[config.mk]
export PLATFORM = sky130hd
export DESIGN_NAME = op_sequencer_flat
export DESIGN_NICKNAME = d
export VERILOG_FILES = /design/src/rtl/op_sequencer_pkg.sv /design/src/rtl/op_sequencer_if.sv /design/src/rtl/op_sequencer_fifo.sv /design/src/rtl/op_sequencer.sv /design/src/flat_wrapper.sv
export SDC_FILE = /design/constraint.sdc
export NUM_CORES = 1
export LEC_CHECK = 0
export BUFFER_PORTS_ARGS = -buffer_cell sky130_fd_sc_hd__buf_2
export CORE_ASPECT_RATIO = 0.6
export CORE_MARGIN = 2
export CORE_UTILIZATION = 55
export DETAILED_ROUTE_END_ITERATION = 10
export GPL_TIMING_DRIVEN = 0
export PLACE_DENSITY_LB_ADDON = 0.15
export SYNTH_ARGS = -nofsm -noshare
export SYNTH_HDL_FRONTEND = slang
export SYNTH_SLANG_ARGS = --single-unit
[constraint.sdc]
create_clock -name clk -period 3.2 [get_ports clk]
set_input_delay 0.96 -clock clk [delete_from_list [all_inputs] [get_ports clk]]
set_output_delay 0.96 -clock clk [all_outputs]
set_load 0.01 [all_outputs]
[src/rtl/op_sequencer_pkg.sv]
// Shared types for the op_sequencer issue controller: operation word,
// mode encoding and the issue FSM state.
package op_sequencer_pkg;

   localparam int IDX_W = 4;

   typedef enum logic [1:0] {
      NO_OP        = 2'd0,
      OP_CT_CT_ADD = 2'd1,
      OP_CT_PT_ADD = 2'd2,
      OP_CT_PT_MUL = 2'd3
   } op_mode_t;

   typedef struct packed {
      op_mode_t             mode;
      logic [IDX_W-1:0]     idx1_a;
      logic [IDX_W-1:0]     idx1_b;
      logic [IDX_W-1:0]     idx2_a;
      logic [IDX_W-1:0]     idx2_b;
      logic [IDX_W-1:0]     out_a;
      logic [IDX_W-1:0]     out_b;
   } operation;

   typedef enum logic [1:0] {
      IDLE   = 2'd0,
      WAIT   = 2'd1,
      SETTLE = 2'd2
   } seq_state_t;

   function automatic logic is_real_op(operation o);
      return o.mode != NO_OP;
   endfunction

endpackage

[src/rtl/op_sequencer_if.sv]
// Host push handshake plus the cpu op/done pair, bundled for the sequencer.
interface op_sequencer_if;
   import op_sequencer_pkg::*;

   logic     in_valid;
   logic     in_ready;
   operation in_op;
   operation cpu_op;
   logic     cpu_done;

   modport master (output in_valid, in_op, cpu_done, input in_ready, cpu_op);
   modport slave  (input in_valid, in_op, cpu_done, output in_ready, cpu_op);
endinterface

[src/rtl/op_sequencer_fifo.sv]
// Operation FIFO; pointers carry one extra wrap bit so full and empty
// are distinguishable when the index bits match.
module op_fifo
   import op_sequencer_pkg::*;
#(
   parameter int DEPTH = 4
) (
   input  logic     clk,
   input  logic     reset,
   input  logic     push,
   input  logic     pop,
   input  operation din,
   output operation head,
   output logic     full,
   output logic     empty
);
   localparam int AW = $clog2(DEPTH);

   logic [AW:0] wr_q, rd_q;
   operation    mem [DEPTH];
   logic        do_push, do_pop;

   assign do_push = push && !full;
   assign do_pop  = pop && !empty;

   always_ff @(posedge clk or negedge reset) begin
      if (!reset) begin
         wr_q <= '0;
         rd_q <= '0;
      end else begin
         if (do_push) wr_q <= wr_q + 1'b1;
         if (do_pop)  rd_q <= rd_q + 1'b1;
      end
   end

   always_ff @(posedge clk) begin
      if (do_push) mem[wr_q[AW-1:0]] <= din;
   end

   assign head  = mem[rd_q[AW-1:0]];
   assign empty = (wr_q == rd_q);
   assign full  = (wr_q[AW] != rd_q[AW]) && (wr_q[AW-1:0] == rd_q[AW-1:0]);

endmodule

[src/rtl/op_sequencer.sv]
// Issues buffered operations to the cpu one at a time: one-cycle op pulse,
// wait for done, one settle cycle, retire; watchdog drops stuck ops.
module op_sequencer
   import op_sequencer_pkg::*;
#(
   parameter int DEPTH   = 4,
   parameter int TIMEOUT = 500
) (
   input  logic                clk,
   input  logic                reset,
   op_sequencer_if.slave       bus,
   input  logic                clr_err,
   output logic                busy,
   output logic                err_timeout,
   output logic [15:0]         retired
);
   localparam int CW = $clog2(TIMEOUT + 1);
   localparam logic [CW-1:0] CNT_LAST = CW'(TIMEOUT - 1);

   seq_state_t    state_q, state_d;
   logic [CW-1:0] wcnt_q;
   operation      cpu_op_q, head;
   logic          fifo_push, fifo_pop, fifo_full, fifo_empty;
   logic          do_issue, do_retire, do_drop, cnt_inc;

   // NO_OP words complete the handshake but never reach the queue.
   assign fifo_push    = bus.in_valid && !fifo_full && is_real_op(bus.in_op);
   assign fifo_pop     = do_retire || do_drop;
   assign bus.in_ready = !fifo_full;
   assign bus.cpu_op   = cpu_op_q;
   assign busy         = (state_q != IDLE) || !fifo_empty;

   op_fifo #(.DEPTH(DEPTH)) u_fifo (
      .clk   (clk),
      .reset (reset),
      .push  (fifo_push),
      .pop   (fifo_pop),
      .din   (bus.in_op),
      .head  (head),
      .full  (fifo_full),
      .empty (fifo_empty)
   );

   always_ff @(posedge clk or negedge reset) begin
      if (!reset) state_q <= IDLE;
      else        state_q <= state_d;
   end

   always_comb begin
      state_d   = state_q;
      do_issue  = 1'b0;
      do_retire = 1'b0;
      do_drop   = 1'b0;
      cnt_inc   = 1'b0;
      case (state_q)
         IDLE: begin
            if (!fifo_empty) begin
               do_issue = 1'b1;
               state_d  = WAIT;
            end
         end
         WAIT: begin
            // A zero count marks the issue-pulse edge, where done is not yet meaningful.
            if (wcnt_q != '0 && bus.cpu_done) begin
               state_d = SETTLE;
            end else if (wcnt_q == CNT_LAST) begin
               do_drop = 1'b1;
               state_d = IDLE;
            end else begin
               cnt_inc = 1'b1;
            end
         end
         SETTLE: begin
            do_retire = 1'b1;
            state_d   = IDLE;
         end
         default: state_d = IDLE;
      endcase
   end

   always_ff @(posedge clk or negedge reset) begin
      if (!reset) begin
         cpu_op_q    <= '0;
         wcnt_q      <= '0;
         err_timeout <= 1'b0;
         retired     <= '0;
      end else begin
         if (do_issue) begin
            cpu_op_q <= head;
            wcnt_q   <= '0;
         end else if (state_q == WAIT) begin
            cpu_op_q.mode <= NO_OP;
         end
         if (cnt_inc) wcnt_q <= wcnt_q + 1'b1;
         if (do_drop)      err_timeout <= 1'b1;
         else if (clr_err) err_timeout <= 1'b0;
         if (do_retire) retired <= retired + 16'd1;
      end
   end

endmodule

[src/flat_wrapper.sv]
// flat-port wrapper written by rule: the top's interface ports become plain ports
module op_sequencer_flat import op_sequencer_pkg::*;
#(
   parameter int DEPTH   = 4,
   parameter int TIMEOUT = 500
)
  (clk, reset, clr_err, busy, err_timeout, retired, bus_in_valid, bus_in_op, bus_cpu_done, bus_in_ready, bus_cpu_op);
  op_sequencer_if bus_i ();
  input  logic clk;
  input  logic reset;
  input  logic clr_err;
  output logic busy;
  output logic err_timeout;
  output logic [15:0] retired;
  input wire logic [$bits(bus_i.in_valid)-1:0] bus_in_valid;
  input wire logic [$bits(bus_i.in_op)-1:0] bus_in_op;
  input wire logic [$bits(bus_i.cpu_done)-1:0] bus_cpu_done;
  output wire logic [$bits(bus_i.in_ready)-1:0] bus_in_ready;
  output wire logic [$bits(bus_i.cpu_op)-1:0] bus_cpu_op;
  assign bus_i.in_valid = bus_in_valid;
  assign bus_i.in_op = bus_in_op;
  assign bus_i.cpu_done = bus_cpu_done;
  assign bus_in_ready = bus_i.in_ready;
  assign bus_cpu_op = bus_i.cpu_op;
  op_sequencer #(.DEPTH(DEPTH), .TIMEOUT(TIMEOUT)) u_core (.clk(clk), .reset(reset), .bus(bus_i), .clr_err(clr_err), .busy(busy), .err_timeout(err_timeout), .retired(retired));
endmodule
==> metrics.log, run 1 <==
[metrics] run status: completed
[metrics] clock transition at the registers of the reported paths: 0.06 ns
[metrics] die area: 0.0128 mm2
[metrics] power density of the placed cells: 921 mW/mm2
[metrics] FF-to-FF Start: u_core.u_fifo.wr_q[1]
[metrics] kind of critical path: flip-flop to primary output
[metrics] routed len/inst: 18.8 um
[metrics] count of cells resized by post-cts repair: 0
[metrics] count of yosys warnings during synthesis: 0
[metrics] instance count on the critical path: 4
[metrics] worst path required time: 2.24 ns
[metrics] Detailed Route WL: 12100 um
[metrics] hold_buf cts: 0
[metrics] maximum number of pins on one net before global-route repair: 61
[metrics] combined flip-flop and latch cell area: 0.00462 mm2
[metrics] number of fill cells: 790
[metrics] top-count cell post-synth: edfxtp_1
[metrics] Max Transition Viols Final: 0
[metrics] Max Freq: 329 MHz
[metrics] final setup violation count: 0
[metrics] Final Hold Violating Endpoints: 0
[metrics] static leakage power: 2.98 nW
[metrics] Port Buffer Count: 75
[metrics] clk_lat worst skew: 0.42 ns
[metrics] start point of the critical path: u_core.u_fifo.wr_q[1]
[metrics] Via density: 5.60
[metrics] starting density of the core: 57.2%
[metrics] total nets after synthesis: 417
[metrics] area share of the largest cell type after synthesis: 47.7%
[metrics] buffer type at the clock tree root: clkbuf_16
[metrics] Max Cap Viol: 0
[metrics] worst slew pin tran: 0.949 ns
[metrics] element type at the critical path end: primary output
[metrics] final worst-path cycle share: 94.9%
[metrics] final HPWL from detailed placement: 7560 um
[metrics] portion of the post-synthesis area used by sequential elements: 70.6%
[metrics] footprint of the multi-input gates: 0.00182 mm2
[metrics] utilization after layout: 67.5%
[metrics] top cell family by delay on the critical path: simple AND/OR/NAND/NOR gates
[metrics] worst rel slew slack: 36.7%
[metrics] synthesized flop and latch total: 164
[metrics] cell row count: 30
[metrics] ys async rst share: 36.6%
[metrics] buffer depth of the longest clock path: 2
[metrics] biggest cell delay along the critical path: 0.47 ns
[metrics] most frequent cells after synthesis: 104 x edfxtp_1, 60 x dfrtp_1, 24 x nand2_1
[metrics] # DRC: 0
[metrics] leftover overflow at the end of global routing: 0
[metrics] final worst-path setup slack: 0.162 ns
[metrics] area inside the core boundary: 0.0114 mm2
[metrics] clock buffers created by TritonCTS: 17
[metrics] ratio of cells with drive above 1 in the final layout: 29.3%
[metrics] main area contributors after synthesis: edfxtp_1 48%, dfrtp_1 23%, mux4_2 7.9%
[metrics] total number of vias: 3615
[metrics] number of ports placed on the die boundary: 76
[metrics] height of the chip: 88.5 um
[metrics] number of global-route vias before repair: 3515
[metrics] post-layout instance count excluding filler cells: 645
[metrics] largest vdd supply drop: 0.447 mV
[metrics] count of mapped cells out of synthesis: 378
[metrics] buffering stage count on the worst path with inverters included: 1
[metrics] final worst path period need: 3.04 ns
[metrics] cell taking the most area after synthesis: edfxtp_1
[metrics] die outline width: 145 um
[metrics] total design power: 7.12 mW
[metrics] worst path cell trace: xnor2_1 -> nand3_1 -> or3_1 -> buf_2
[metrics] Mapped Area: 0.00655 mm2
[metrics] Slowest-stage cell, CP: xnor2_1
[metrics] Worst Reg-to-Reg Cells: 3
[metrics] number of enable flip-flop cells after synthesis: 104
[metrics] sort of element at the start of the critical path: flip-flop
[metrics] Hold Crit Class: flip-flop to flip-flop
[metrics] number of detailed-route iterations in the first pass: 4
[metrics] worst setup slack after placement: -0.0235 ns
[metrics] post-CTS repair timing setup buffer count: 0
[metrics] diode insertion count for antenna repair: 0
[metrics] top_reg_cell synth: edfxtp_1
[metrics] CP Data Arrival Time: 2.08 ns
[metrics] setup slack on the worst flop-to-flop path: 0.81 ns
[metrics] number of antenna violations at the first check in global routing: 0
[metrics] unrepaired setup endpoints after global routing: no
[metrics] CTS sink cnt: 164
[metrics] final RePlAce weighted congestion: 0.839
[metrics] placed cell count: 613
[metrics] largest fanout on the critical path: 6
[metrics] area added between synthesis and finish: 18.0%
[metrics] number of DRC violations after detailed-routing iteration 0: 203
[metrics] Mean Syn Cell Area: 17.3 um2
[metrics] r2r endpoint: u_core.u_fifo.mem[3][0]
[metrics] first-pass GRT wire length: 18800 um
[metrics] number of nets in the layout: 511
[metrics] distinct cell type count after synthesis: 48
[metrics] TritonCTS clock tree: yes
[metrics] clk_skew: 0.0164 ns
[metrics] number of H-tree levels: 4
[metrics] GRT Util Overall: 20.4%
[metrics] Routed Antenna Nets: 0
[metrics] critical path endpoint: busy
placed cells by master, fill, tap and decap left out, drive strengths merged, types with 2 or more instances in the layout:
cell type / count
bufinv: 2
dfrtp: 60
edfxtp: 104
and2: 4
a21o: 3
nor2b: 2
nand2b: 4
clkinvlp: 4
and3: 2
clkbuf: 26
nand2: 24
inv: 15
buf: 83
mux2: 24
nor3: 5
ha: 8
o221ai: 6
mux4: 26
nand4: 6
nor2: 5
xor2: 4
xnor2: 18
o311ai: 2
mux2i: 2
nand3: 15
a311oi: 2
o21ai: 11
and4: 4
area by class of cell:
type / instances / share of cell area (%)
buffer: 12 / 0.842
clock buffer: 22 / 6.15
clock inverter: 10 / 1.57
inverter: 12 / 0.583
multi-input combinational: 190 / 23.6
sequential: 164 / 59.8
tap: 160 / 2.59
timing repair buffer: 75 / 4.89
metal layers:
layer	routed length (um)	GRT usage [%]	up-vias
met5	0	0	-
met1	5730	29.9	1851
met4	131	6.53	0
li1	-	-	1650
met2	5560	30.3	102
met3	690	5.90	12
sequential cells by signal (all words and copies together) (netlist names):
name                cells
u_core.bus.cpu_op      26
u_core.err_timeout      1
u_core.retired         16
u_core.state_q          2
u_core.u_fifo.mem     104
u_core.u_fifo.rd_q      3
u_core.u_fifo.wr_q      3
u_core.wcnt_q           9
cells by family after synthesis:
| group | share of synthesized area (%) |
|---|---|
| buf+inv | 1.68 |
| fa+ha+maj | 1.53 |
| flops | 70.6 |
| compound gates | 3.21 |
| mux | 13.5 |
| xor+xnor | 3.06 |
| simple gates | 6.38 |
metrics by stage:
step	cell area, um2	setup TNS, ns	hold slack (ns)
floorplan	6550	0	0.498
global placement	7130	-0.674	0.455
detailed placement	7130	-0.564	0.463
CTS	7730	0	0.471
global route	7730	0	0.495
finish	7730	0	0.470
how the worst min path moves through the flow:
| stage | from | depth (start not counted) | slack [ns] | end |
|---|---|---|---|---|
| after global placement | u_core.retired[15] | 1 | 0.45 | u_core.retired[15] |
| final | u_core.retired[15] | 1 | 0.47 | u_core.retired[15] |
| after floorplan | u_core.wcnt_q[0] | 1 | 0.50 | u_core.wcnt_q[0] |
| after global routing | u_core.retired[15] | 1 | 0.49 | u_core.retired[15] |
| after detailed placement | u_core.retired[15] | 1 | 0.46 | u_core.retired[15] |
| after CTS | u_core.retired[15] | 1 | 0.47 | u_core.retired[15] |
report_power, final:
part | total, mW | internal [mW] | switching, mW
combinational | 2.07 | 0.939 | 1.14
sequential | 3.02 | 2.78 | 0.249
clock | 2.02 | 1.22 | 0.794
total | 7.12 | 4.94 | 2.18
(Power assumes the default switching activity.)
==> inputs of run 2 (changes only) <==
--- a/config.mk
+++ b/config.mk
@@ -6,9 +6,10 @@
 export NUM_CORES = 1
 export LEC_CHECK = 0
 export BUFFER_PORTS_ARGS = -buffer_cell sky130_fd_sc_hd__buf_2
+export CAP_MARGIN = 20
 export CORE_ASPECT_RATIO = 0.6
 export CORE_MARGIN = 2
-export CORE_UTILIZATION = 55
+export CORE_UTILIZATION = 60
 export DETAILED_ROUTE_END_ITERATION = 10
 export GPL_TIMING_DRIVEN = 0
 export PLACE_DENSITY_LB_ADDON = 0.15
==> run 2 against run 1 <==
Net effect: power up 0.84%; flip-flop and latch count did not move; clock skew is 0.0079 ns lower; global-route usage grew 2.9 points; non-clock buffer count up 5; die area fell by 8.0%; highest routed layer unchanged; routed wire length increased by 4.9%; sequential power barely moved; critical path depth is the same.
==> metrics.log, run 2 (synthesis results as in run 1) <==
[metrics] run status: completed
[metrics] Max Cap Viol: 0
[metrics] buffer type at the clock tree root: clkbuf_16
[metrics] fraction of power consumed by the clock network: 27.4%
[metrics] final HPWL from detailed placement: 8100 um
[metrics] number of global-route vias before repair: 3872
[metrics] final setup violation count: 0
[metrics] count of cells resized by post-cts repair: 0
[metrics] diode insertion count for antenna repair: 0
[metrics] Via density: 5.84
[metrics] die outline width: 139 um
[metrics] largest vdd supply drop: 0.598 mV
[metrics] Max Transition Viols Final: 0
[metrics] hold_buf cts: 0
[metrics] GRT Util Overall: 23.3%
[metrics] number of fill cells: 669
[metrics] most common cell after layout, fill and taps aside: edfxtp_1
[metrics] worst rel slew slack: 42.2%
[metrics] number of H-tree levels: 4
[metrics] Port Buffer Count: 75
[metrics] clock buffers created by TritonCTS: 17
[metrics] TritonCTS clock tree: yes
[metrics] routed len/inst: 20.2 um
[metrics] post-CTS repair timing setup buffer count: 0
[metrics] first-pass GRT wire length: 20600 um
[metrics] final worst path period need: 2.99 ns
[metrics] largest fanout on the critical path: 6
[metrics] total cell area at the placement stage: 0.00721 mm2
[metrics] relative contribution of sequential cells to total power: 42.4%
[metrics] r2r endpoint: u_core.u_fifo.mem[0][7]
[metrics] design internal power: 4.97 mW
[metrics] portion of total power attributed to combinational logic: 30.2%
[metrics] clk_skew: 0.00847 ns
[metrics] final worst-path cycle share: 93.4%
[metrics] clk_lat worst skew: 0.41 ns
[metrics] setup slack on the worst flop-to-flop path: 0.69 ns
[metrics] combined flip-flop and latch cell area: 0.00462 mm2
[metrics] commonest non-fill, non-tap cells in the layout: 104 x edfxtp_1, 78 x buf_2, 60 x dfrtp_1
[metrics] Hold Crit Class: flip-flop to flip-flop
[metrics] critical path endpoint: busy
[metrics] area inside the core boundary: 0.0106 mm2
[metrics] power density of the placed cells: 921 mW/mm2
[metrics] utilization after layout: 73.5%
[metrics] Final Hold Violating Endpoints: 0
[metrics] sort of element at the start of the critical path: flip-flop
[metrics] ratio of cells with drive above 1 in the final layout: 28.8%
[metrics] area added between synthesis and finish: 18.9%
[metrics] number of DRC violations after detailed-routing iteration 0: 261
[metrics] worst hold path cell count: 1
[metrics] Max Freq: 334 MHz
[metrics] final sum of negative setup slack: 0 ns
[metrics] cell row count: 29
[metrics] static leakage power: 3.01 nW
[metrics] leftover overflow at the end of global routing: 0
[metrics] number of nets in the layout: 516
[metrics] starting density of the core: 61.8%
[metrics] power dissipated by switching net loads: 2.21 mW
[metrics] Detailed Route WL: 12700 um
[metrics] footprint of the multi-input gates: 0.00182 mm2
[metrics] worst slew pin tran: 0.867 ns
[metrics] die area: 0.0118 mm2
[metrics] element type at the critical path end: primary output
[metrics] placed cell count: 597
[metrics] FF-to-FF Start: u_core.u_fifo.wr_q[1]
[metrics] worst path required time: 2.24 ns
[metrics] Worst Reg-to-Reg Cells: 4
[metrics] number of detailed-route iterations in the first pass: 4
[metrics] start point of the critical path: u_core.u_fifo.wr_q[1]
[metrics] post-layout instance count excluding filler cells: 629
[metrics] CP Data Arrival Time: 2.03 ns
[metrics] switch share: 30.8%
[metrics] maximum number of pins on one net before global-route repair: 61
[metrics] kind of critical path: flip-flop to primary output
[metrics] # DRC: 0
[metrics] final RePlAce weighted congestion: 0.868
[metrics] fin area: 0.00779 mm2
[metrics] height of the chip: 84.9 um
[metrics] CTS sink cnt: 164
[metrics] buffer depth of the longest clock path: 2
[metrics] number of antenna violations at the first check in global routing: 0
[metrics] unrepaired setup endpoints after global routing: no
[metrics] number of ports placed on the die boundary: 76
[metrics] number of flip-flops in the largest register: 104
[metrics] clock transition at the registers of the reported paths: 0.06 ns
[metrics] Routed Antenna Nets: 0
[metrics] total number of vias: 3672
-- run 2: changes by cell type in the layout (fill, tap and decap cells not counted) --
cell        change
buf_16          +3
and2_2          -4
inv_6           -3
buf_8           +2
clkbuf_1        +2
clkbuf_16       -1
clkbuf_8        +1
clkinvlp_4      -1
and2_1          +4
clkinv_2        +1
clkinv_4        +1
-- run 2: critical path: stages (launching register included) --
cell	delay [ns]
dfrtp_1	0.45
xnor2_1	0.43
nand3_1	0.25
or3_1	0.34
buf_2	0.15
-- run 2: how the worst min path moves through the flow --
stage | slack (ns) | end | from
2_1_floorplan | 0.50 | u_core.wcnt_q[0] | u_core.wcnt_q[0]
3_3_place_gp | 0.46 | u_core.retired[15] | u_core.retired[15]
3_5_place_dp | 0.46 | u_core.retired[15] | u_core.retired[15]
4_1_cts | 0.48 | u_core.retired[15] | u_core.retired[15]
5_1_grt | 0.50 | u_core.retired[15] | u_core.retired[15]
6_report | 0.47 | u_core.retired[15] | u_core.retired[15]
-- run 2: layout make-up --
class / instances / area share, %
plain buffers: 12 / 0.835
clock buffers: 24 / 6.06
clock inverters: 8 / 1.30
inverters: 12 / 0.578
multi-input cells: 190 / 23.3
flip-flops and latches: 164 / 59.4
well taps: 139 / 2.23
repair buffers: 80 / 6.30
-- run 2: layer usage --
metal  wire, um  part of all wire (%)  track usage, %
met3        622                   4.9            5.53
met2       6150                    48            36.5
met1       5810                    46            33.2
met5          0                     0               0
met4        111                  0.87            8.17
-- run 2: through the flow --
stage	hold WS, ns	power (mW)	setup WS [ns]
6_report	0.471	7.18	0.210
5_1_grt	0.502	7.56	0.0995
4_1_cts	0.476	7.23	0.203
3_5_place_dp	0.463	5.24	0.222
3_3_place_gp	0.455	5.06	0.0320
2_1_floorplan	0.498	4.46	0.699
-- run 2: power by group through the flow --
stage	Combinational, mW	Sequential, mW	Clock, mW
6_report	2.17	3.04	1.97
5_1_grt	2.37	3.09	2.10
4_1_cts	2.19	3.04	2.00
3_5_place_dp	2.17	3.07	0
3_3_place_gp	2.01	3.04	0
2_1_floorplan	1.37	3.09	0
==> inputs of run 3 (changes only) <==
--- a/config.mk
+++ b/config.mk
@@ -9,10 +9,10 @@
 export CAP_MARGIN = 20
 export CORE_ASPECT_RATIO = 0.6
 export CORE_MARGIN = 2
-export CORE_UTILIZATION = 60
+export CORE_UTILIZATION = 52
 export DETAILED_ROUTE_END_ITERATION = 10
 export GPL_TIMING_DRIVEN = 0
-export PLACE_DENSITY_LB_ADDON = 0.15
+export PLACE_DENSITY = 0.75
 export SYNTH_ARGS = -nofsm -noshare
 export SYNTH_HDL_FRONTEND = slang
 export SYNTH_SLANG_ARGS = --single-unit
==> constraint.sdc (replaced) <==
create_clock -name clk -period 2.51 [get_ports clk]
set_input_delay 0.753 -clock clk [delete_from_list [all_inputs] [get_ports clk]]
set_output_delay 0.753 -clock clk [all_outputs]
set_load 0.01 [all_outputs]
==> run 3 against run 2 <==
Net effect: non-clock buffer count up 2; combinational power increased by 33%; sequential power up 27%; first-iteration DRC count decreased by 30%; register-to-register slack lost 0.56 ns; clock skew is 0.0025 ns lower; via count decreased by 1.1%; count of clock-buffer cells in the layout is 7 lower; global-route usage is 4.1 points lower; die area increased by 15%; utilization is 9.1 points lower; critical path depth stayed put; critical endpoint unchanged; largest power group unchanged.
==> metrics.log, run 3 (synthesis results as in run 1) <==
[metrics] biggest cell delay along the critical path: 0.46 ns
[metrics] final worst path period need: 2.43 ns
[metrics] top cell family by delay on the critical path: flip-flops
[metrics] run status: completed
[metrics] buffering stage count on the worst path with inverters included: 1
[metrics] diode insertion count for antenna repair: 0
[metrics] first-pass GRT wire length: 19600 um
[metrics] Slowest-stage cell, CP: dfrtp_1
[metrics] number of nets in the layout: 518
[metrics] TritonCTS clock tree: yes
[metrics] final worst-path cycle share: 96.8%
[metrics] Routed Antenna Nets: 0
[metrics] leftover overflow at the end of global routing: 0
[metrics] Max Transition Viols Final: 0
[metrics] clk_lat worst skew: 0.41 ns
[metrics] worst slew pin tran: 0.846 ns
[metrics] unrepaired setup endpoints after global routing: no
[metrics] number of ports placed on the die boundary: 76
[metrics] clk_skew: 0.00601 ns
[metrics] number of H-tree levels: 4
[metrics] CTS sink cnt: 164
[metrics] commonest non-fill, non-tap cells in the layout: 104 x edfxtp_1, 78 x buf_2, 57 x dfrtp_1
[metrics] largest vdd supply drop: 0.643 mV
[metrics] height of the chip: 90.9 um
[metrics] ratio of cells with drive above 1 in the final layout: 32.0%
[metrics] Hold Crit Class: input pin to async pin
[metrics] total design power: 9.17 mW
[metrics] sort of element at the start of the critical path: flip-flop
[metrics] worst rel slew slack: 43.6%
[metrics] Via density: 5.54
[metrics] worst path required time: 1.76 ns
[metrics] die area: 0.0135 mm2
[metrics] starting density of the core: 53.8%
[metrics] final RePlAce weighted congestion: 0.791
[metrics] buffer depth of the longest clock path: 2
[metrics] # DRC: 0
[metrics] number of DRC violations after detailed-routing iteration 0: 183
[metrics] clock transition at the registers of the reported paths: 0.07 ns
[metrics] routed len/inst: 18.5 um
[metrics] final sum of negative setup slack: 0 ns
[metrics] number of detailed-route iterations in the first pass: 4
[metrics] number of flip-flops in the largest register: 104
[metrics] final HPWL from detailed placement: 7700 um
[metrics] Final Hold Violating Endpoints: 0
[metrics] static leakage power: 3.04 nW
[metrics] clock buffers created by TritonCTS: 17
[metrics] largest fanout on the critical path: 5
[metrics] hold_buf cts: 0
[metrics] cell row count: 31
[metrics] power density of the placed cells: 1170 mW/mm2
[metrics] Port Buffer Count: 75
[metrics] final setup violation count: 0
[metrics] Detailed Route WL: 12100 um
[metrics] most common cell after layout, fill and taps aside: edfxtp_1
[metrics] number of global-route vias before repair: 3658
[metrics] element type at the critical path end: primary output
[metrics] CP Data Arrival Time: 1.68 ns
[metrics] buffer type at the clock tree root: clkbuf_16
[metrics] GRT Util Overall: 19.3%
[metrics] area added between synthesis and finish: 19.7%
[metrics] number of antenna violations at the first check in global routing: 0
[metrics] Max Cap Viol: 0
[metrics] maximum number of pins on one net before global-route repair: 61
[metrics] total number of vias: 3632
[metrics] worst path cell trace: xnor2_2 -> nand3_2 -> or3_1 -> buf_2
[metrics] kind of critical path: flip-flop to primary output
[metrics] utilization after layout: 64.4%
[metrics] area inside the core boundary: 0.0122 mm2
[metrics] Max Freq: 411 MHz
[metrics] die outline width: 149 um
run 3: final timing paths:
check,start,slack (ns),depth (start not counted),end
worst max-delay path,u_core.u_fifo.wr_q[1],0.08,4,busy
worst min-delay path,reset,0.44,1,u_core.bus.cpu_op[16]
worst max register to register,u_core.u_fifo.wr_q[1],0.13,5,u_core.u_fifo.mem[1][2]
worst min register to register,u_core.bus.cpu_op[14],0.48,1,u_core.bus.cpu_op[14]
max in group asynchronous,reset,1.47,1,u_core.u_fifo.rd_q[2]
min in group clk,u_core.bus.cpu_op[14],0.48,1,u_core.bus.cpu_op[14]
run 3: area by class of cell:
class	instances	area (um2)
Tap cell	165	206
Timing Repair Buffer	82	490
Clock buffer	17	425
Multi-Input combinational cell	190	1850
Inverter	12	45.0
Fill cell	847	4340
Clock inverter	14	126
Sequential cell	164	4630
Buffer	12	65.1
run 3: per-stage QoR:
stage / setup slack [ns] / instances / hold slack (ns) / cell area (um2)
3_5_place_dp: -0.233 / 621 / 0.472 / 7220
2_1_floorplan: 0.216 / 378 / 0.457 / 6550
5_1_grt: 0.0152 / 656 / 0.507 / 7840
4_1_cts: 0.0207 / 655 / 0.468 / 7820
3_3_place_gp: -0.610 / 618 / 0.457 / 7130
6_report: 0.0795 / 656 / 0.440 / 7840
run 3: what timing repair did:
item	CTS	global route
setup endpoints to repair	1	44
setup buffers	3	1
resized for setup	5	6
pin swaps	3	0
run 3: power by group:
group | switching [mW] | internal (mW) | total, mW | leakage [nW]
clock | 1.05 | 1.37 | 2.42 | 0.276
combinational | 1.52 | 1.36 | 2.88 | 1.07
sequential | 0.332 | 3.54 | 3.87 | 1.70
total | 2.90 | 6.27 | 9.17 | 3.04
run 3: metal layers:
metal  up-vias  part of all wire, %  GRT usage [%]
li1       1669                    -              -
met3        14                  4.8           4.22
met2       103                   47           29.6
met5         -                    0              0
met1      1846                   47           28.1
met4         0                  1.2           5.56
